File: config.mk
export PLATFORM = sky130hd
export DESIGN_NAME = uart_tx_param
export DESIGN_NICKNAME = d
export VERILOG_FILES = /design/src/rtl/uart_tx_param.sv
export SDC_FILE = /design/constraint.sdc
export NUM_CORES = 1
export LEC_CHECK = 0
export BUFFER_PORTS_ARGS = -buffer_cell sky130_fd_sc_hd__buf_2
export CAP_MARGIN = 40
export CORE_ASPECT_RATIO = 0.7
export CORE_MARGIN = 1.5
export CORE_UTILIZATION = 38
export DETAILED_ROUTE_END_ITERATION = 8
export GPL_TIMING_DRIVEN = 0
export SLEW_MARGIN = 5
export SYNTH_ARGS = -nofsm -noshare
export SYNTH_HDL_FRONTEND = slang
export SYNTH_SLANG_ARGS = --single-unit
File: constraint.sdc
create_clock -name clk -period 4.25 [get_ports clk]
set_clock_uncertainty 0.05 [all_clocks]
set_input_delay 0.2125 -clock clk [delete_from_list [all_inputs] [get_ports clk]]
set_output_delay 0.2125 -clock clk [all_outputs]
set_load 0.03 [all_outputs]
File: src/rtl/uart_tx_param.sv
// uart_tx_param: memory-mapped UART transmitter with a transmit FIFO and runtime frame format.
// Define UART_TX_IRQ_EN to build the transmit-done interrupt; otherwise irq is tied low.
module uart_tx_param #(
    parameter int FIFO_DEPTH = 8,
    parameter int DIV_W = 16
) (
    input  logic        clk,
    input  logic        reset,
    input  logic [31:0] addr,
    input  logic [31:0] wdata,
    input  logic        wr_en,
    input  logic        rd_en,
    output logic [31:0] rdata,
    output logic        tx_out,
    output logic        irq
);
    localparam int AW = $clog2(FIFO_DEPTH);
    localparam logic [AW:0] PTR_ONE = 1;
    localparam logic [DIV_W-1:0] CNT_ONE = 1;
    typedef enum logic [2:0] {IDLE, START, DATA, PARITY, STOP} state_t;
    state_t state;
    logic [7:0] mem [FIFO_DEPTH];
    logic [AW:0] wptr, rptr, level;
    logic [7:0] last_data, shreg, lvl8;
    logic [6:0] ctrl;
    logic [DIV_W-1:0] divisor, f_div, cnt;
    logic [1:0] f_len, sel;
    logic [2:0] bit_idx;
    logic f_par, f_odd, f_two, par, stop_idx, overflow;
    logic empty, full, busy, push, pop, start_ok, bit_end, stop_done, unused_bits;
    assign sel = addr[3:2];
    assign empty = wptr == rptr;
    assign full = wptr[AW] != rptr[AW] && wptr[AW-1:0] == rptr[AW-1:0];
    assign level = wptr - rptr;
    assign lvl8 = {{(7-AW){1'b0}}, level};
    assign busy = state != IDLE;
    assign push = wr_en && sel == 2'd0;
    assign start_ok = ctrl[0] && divisor != '0 && !empty;
    assign bit_end = cnt == f_div - CNT_ONE;
    assign stop_done = state == STOP && bit_end && (stop_idx || !f_two);
    assign pop = start_ok && (state == IDLE || stop_done);
    assign unused_bits = ^{addr[31:4], addr[1:0], wdata[31:8]};
`ifdef UART_TX_IRQ_EN
    localparam logic [6:0] CTRL_MASK = 7'h7f;
    always_ff @(posedge clk)
        irq <= reset ? 1'b0 : ctrl[6] && empty && state == IDLE;
`else
    localparam logic [6:0] CTRL_MASK = 7'h3f;
    assign irq = 1'b0;
`endif
    // A push while full is accepted only when the head leaves in the same cycle
    always_ff @(posedge clk)
        if (push && (!full || pop)) mem[wptr[AW-1:0]] <= wdata[7:0];
    always_ff @(posedge clk) begin
        if (reset) begin
            wptr <= '0;
            rptr <= '0;
            last_data <= '0;
            ctrl <= '0;
            divisor <= '0;
            overflow <= 1'b0;
            rdata <= '0;
        end else begin
            if (push) last_data <= wdata[7:0];
            if (push && (!full || pop)) wptr <= wptr + PTR_ONE;
            if (push && full && !pop) overflow <= 1'b1;
            if (wr_en && sel == 2'd2 && wdata[3]) overflow <= 1'b0;
            if (pop) rptr <= rptr + PTR_ONE;
            if (wr_en && sel == 2'd1) ctrl <= wdata[6:0] & CTRL_MASK;
            if (wr_en && sel == 2'd3) divisor <= wdata[DIV_W-1:0];
            if (rd_en) rdata <= sel == 2'd0 ? {24'd0, last_data} :
                                sel == 2'd1 ? {25'd0, ctrl} :
                                sel == 2'd2 ? {16'd0, lvl8, 4'd0, overflow, busy, full, empty} :
                                {{(32-DIV_W){1'b0}}, divisor};
        end
    end
    // tx_out is the registered image of the current state, so the line lags the FSM by one clock
    always_ff @(posedge clk) begin
        if (reset) begin
            state <= IDLE;
            tx_out <= 1'b1;
            cnt <= '0;
            shreg <= '0;
            f_div <= '0;
            f_len <= '0;
            f_par <= 1'b0;
            f_odd <= 1'b0;
            f_two <= 1'b0;
            par <= 1'b0;
            bit_idx <= '0;
            stop_idx <= 1'b0;
        end else begin
            tx_out <= state == START ? 1'b0 : state == DATA ? shreg[0] : state == PARITY ? par ^ f_odd : 1'b1;
            cnt <= state == IDLE || bit_end ? '0 : cnt + CNT_ONE;
            if (pop) begin
                shreg <= mem[rptr[AW-1:0]];
                f_div <= divisor;
                f_len <= ctrl[5:4];
                f_par <= ctrl[2];
                f_odd <= ctrl[3];
                f_two <= ctrl[1];
                par <= 1'b0;
            end
            case (state)
                IDLE: if (pop) state <= START;
                START: if (bit_end) begin
                    state <= DATA;
                    bit_idx <= '0;
                end
                DATA: if (bit_end) begin
                    shreg <= shreg >> 1;
                    par <= par ^ shreg[0];
                    bit_idx <= bit_idx + 3'd1;
                    stop_idx <= 1'b0;
                    if (bit_idx == {1'b0, f_len} + 3'd4) state <= f_par ? PARITY : STOP;
                end
                PARITY: if (bit_end) begin
                    state <= STOP;
                    stop_idx <= 1'b0;
                end
                STOP: if (bit_end) begin
                    stop_idx <= 1'b1;
                    if (stop_idx || !f_two) state <= pop ? START : IDLE;
                end
                default: state <= IDLE;
            endcase
        end
    end
endmodule

==> results.py <==
metrics = {
    "setup_path": {
        "critical_path_class": "flop to flop",
        "slowest_stage": "or3b_2",
        "critical_path.max_fanout": 10,
        "critical-path-top-delay-family": "simple AND/OR/NAND/NOR gates",
        "critPathMaxStageDelay_ns": 0.46,
        "end_kind": "flop",
        "critPathRequiredTime_ns": 4.33,
        "crit_chain": "clkbuf_1 -> inv_1 -> ha_2 -> or3b_2 -> clkbuf_2 -> nor4_1 -> o221ai_1 -> a32oi_1 -> and4_1 -> buf_6 -> a21o_4 -> nand2b_2 -> nor3_4 -> clkbuf_4",
        "r2r_slack_ns": 0.30,
        "path_buf_inv": 5,
        "critPathArrivalTime_ns": 4.03,
        "cp-start-kind": "flop",
    },
    "floorplanning": {
        "coreArea_sq_mm": 0.0209,
        "ios": 102,
        "die_x_um": 178,
        "die_h_um": 126,
        "rows": 44,
        "initial_utilization": 0.391,
        "die_area_sq_mm": 0.0224,
    },
    "power_and_ir_drop": {
        "p_per_area_mw_per_mm2": 365,
        "p_leak_nw": 3.32,
        "ir_drop_v": 0.000242,
    },
    "sta": {
        "hold_viol": 0,
        "finalSetupViolations": 0,
        "tightest_slew_ns": 0.776,
        "rsz0062_at_grt": "no",
        "relSlewSlack": 0.483,
        "fmax_ghz": 0.253,
        "finalCriticalPeriod_ns": 3.95,
        "slew_violations": 0,
        "min_period_over_period": 0.930,
        "fin_tns_setup_ns": 0,
    },
    "yosys": {
        "synth-seq-cells": 176,
        "synth-main-ff-cell": "dfxtp_1",
        "netlist_area_sq_mm": 0.00817,
        "ys_seq_area_frac": 0.509,
        "yosys-top-cells-area": "dfxtp_1, edfxtp_1, mux4_2",
        "yosysTopAreaCellShare": 0.274,
        "yosysTopAreaCell": "dfxtp_1",
        "synth_cells": 807,
        "synth_warnings": 0,
        "synth-edff-count": 64,
        "synthMostInstantiatedCell": "nand2_1",
        "synth.top_cells.by_count": "nand2_1, dfxtp_1, a21oi_1",
        "postSynth.asyncResetShare": 0,
        "syn_area_per_cell_sq_um": 10.1,
        "synth_cell_types": 66,
    },
    "global_route": {
        "grt_max_degree": 19,
        "grt_usage": 0.189,
        "grt_pass1_wl_um": 32100,
        "antenna_found_initial": 0,
        "grt_pass1_vias": 5613,
        "grt.overflow.total": 0,
    },
    "detailed_routing": {
        "routedWlPerCell_um": 17.3,
        "drc": 0,
        "dr.pass1.iters": 5,
        "vias_per_cell": 5.29,
        "drt-initial-drc-count": 578,
        "dr_total_vias": 6251,
        "final_antenna_net_count": 0,
        "wl_um": 20400,
    },
    "outcome": {
        "outcome": "finished clean",
    },
    "place": {
        "numPortBuffers": 35,
        "place_congestion": 0.842,
        "dp_cells": 1140,
        "place_hpwl_um": 15000,
    },
    "layout": {
        "num-nets-final": 970,
        "fill_cells": 2012,
        "antenna_cells": 0,
        "syn2layout_area_growth_pct": 16.9,
        "drive_gt1_frac": 0.172,
        "post_layout_nonfiller_instances": 1182,
    },
    "run": {
        "cap_viol_max_count": 0,
    },
    "clock_network": {
        "htree_levels": 4,
        "cts_sinks": 176,
        "cts_tree": "yes",
        "clk_path_buf_depth": 2,
        "cts_made_buffers": 17,
        "clock_latency_ns": 0.43,
        "clock-root-buffer": "clkbuf_16",
        "clk_pin_slew_ns": 0.07,
    },
    "hold_path": {
        "hold_class": "input pin to flop",
    },
}
==> cell type report <==
| class | count | area, sq um | share of cell area |
|---|---|---|---|
| Clock buffer | 18 | 429 | 0.0449 |
| Buffer | 71 | 373 | 0.0390 |
| Clock inverter | 14 | 136 | 0.0143 |
| Sequential cell | 176 | 4160 | 0.436 |
| Inverter | 16 | 60.1 | 0.00628 |
| Timing Repair Buffer | 52 | 328 | 0.0343 |
| Multi-Input combinational cell | 559 | 3720 | 0.389 |
| Tap cell | 276 | 345 | 0.0361 |
==> power by group <==
part	internal, mW	leakage (nW)	switching [mW]	total (mW)
clock network	0.802	0.284	0.719	1.52
registers	1.76	1.48	0.0180	1.78
logic	0.0666	1.56	0.124	0.190
total	2.63	3.32	0.861	3.49
==> layout by cell type, fill, tap and decap left out, types with 22 or more instances in the layout <==
| cell | count |
|---|---|
| xnor2_1 | 22 |
| a21oi_1 | 80 |
| nand2_1 | 118 |
| clkbuf_1 | 38 |
| nand3_1 | 24 |
| nor2_1 | 63 |
| buf_2 | 38 |
| buf_4 | 22 |
| edfxtp_1 | 64 |
| dfxtp_1 | 112 |
==> cell families after synthesis <==
group	after synthesis	share of synthesized area
AOI/OAI and AO/OA	143	0.108
xor gates and xnor gates	39	0.0418
other	1	0.000459
muxes	50	0.0934
buffers and inverters	88	0.0530
and+or+nand+nor	301	0.180
DFF	176	0.509
adders and majority gates	9	0.0147
==> sequential cells by signal, summed over array words and instances, names as in the netlist, 2 cells and up, named ones only <==
signal / count
shreg: 8
divisor: 16
wptr: 4
rdata: 16
last_data: 8
rptr: 4
cnt: 16
f_len: 2
mem: 64
state: 3
bit_idx: 3
ctrl: 6
f_div: 16
==> routing by layer <==
layer  up-vias  global-route usage  share of wire
met3        15              0.0320          0.063
met5         -                   0              0
met1      2998               0.318           0.54
met2       218               0.241           0.38
met4         0              0.0431          0.010
li1       3020                   -              -
==> worst register-to-register path, delay by kind of cell (launching register included) <==
family	cells	cell delay, ns
buf+inv	5	0.94
simple gates	5	1.48
fa+ha+maj	1	0.25
compound gates	3	0.64
flops	1	0.30
==> per-stage QoR <==
step                      hold WS [ns]   util  total power [mW]  cell area [sq um]  worst slack (ns)
final                           0.0758  0.457              3.49               9560             0.295
after global routing            0.0755  0.457              3.59               9560            0.0341
after CTS                       0.0695  0.452              3.51               9450            0.0106
after detailed placement         0.397  0.421              1.99               8800            0.0336
after global placement           0.391  0.418              1.99               8750            -0.376
after floorplan                  0.261      -              1.93               8230             0.638
==> worst paths after layout <==
path | cells past startpoint | to | startpoint
worst max-delay path | 14 | mem[0][1] | f_div[0]
worst min register to register | 2 | shreg[2] | shreg[3]
worst max register to register | 14 | mem[0][1] | f_div[0]
worst min-delay path | 3 | last_data[6] | wdata[6]
==> what timing repair did <==
item / in CTS / in global routing
gates resized for setup: 1 / 25
buffers inserted: 0 / 3
hold buffers: 8 / 0
hold endpoints to repair: 8 / 0
pin swaps: 0 / 1
endpoints found under the setup margin: 1 / 101
Power figures use the tool's default switching activity.
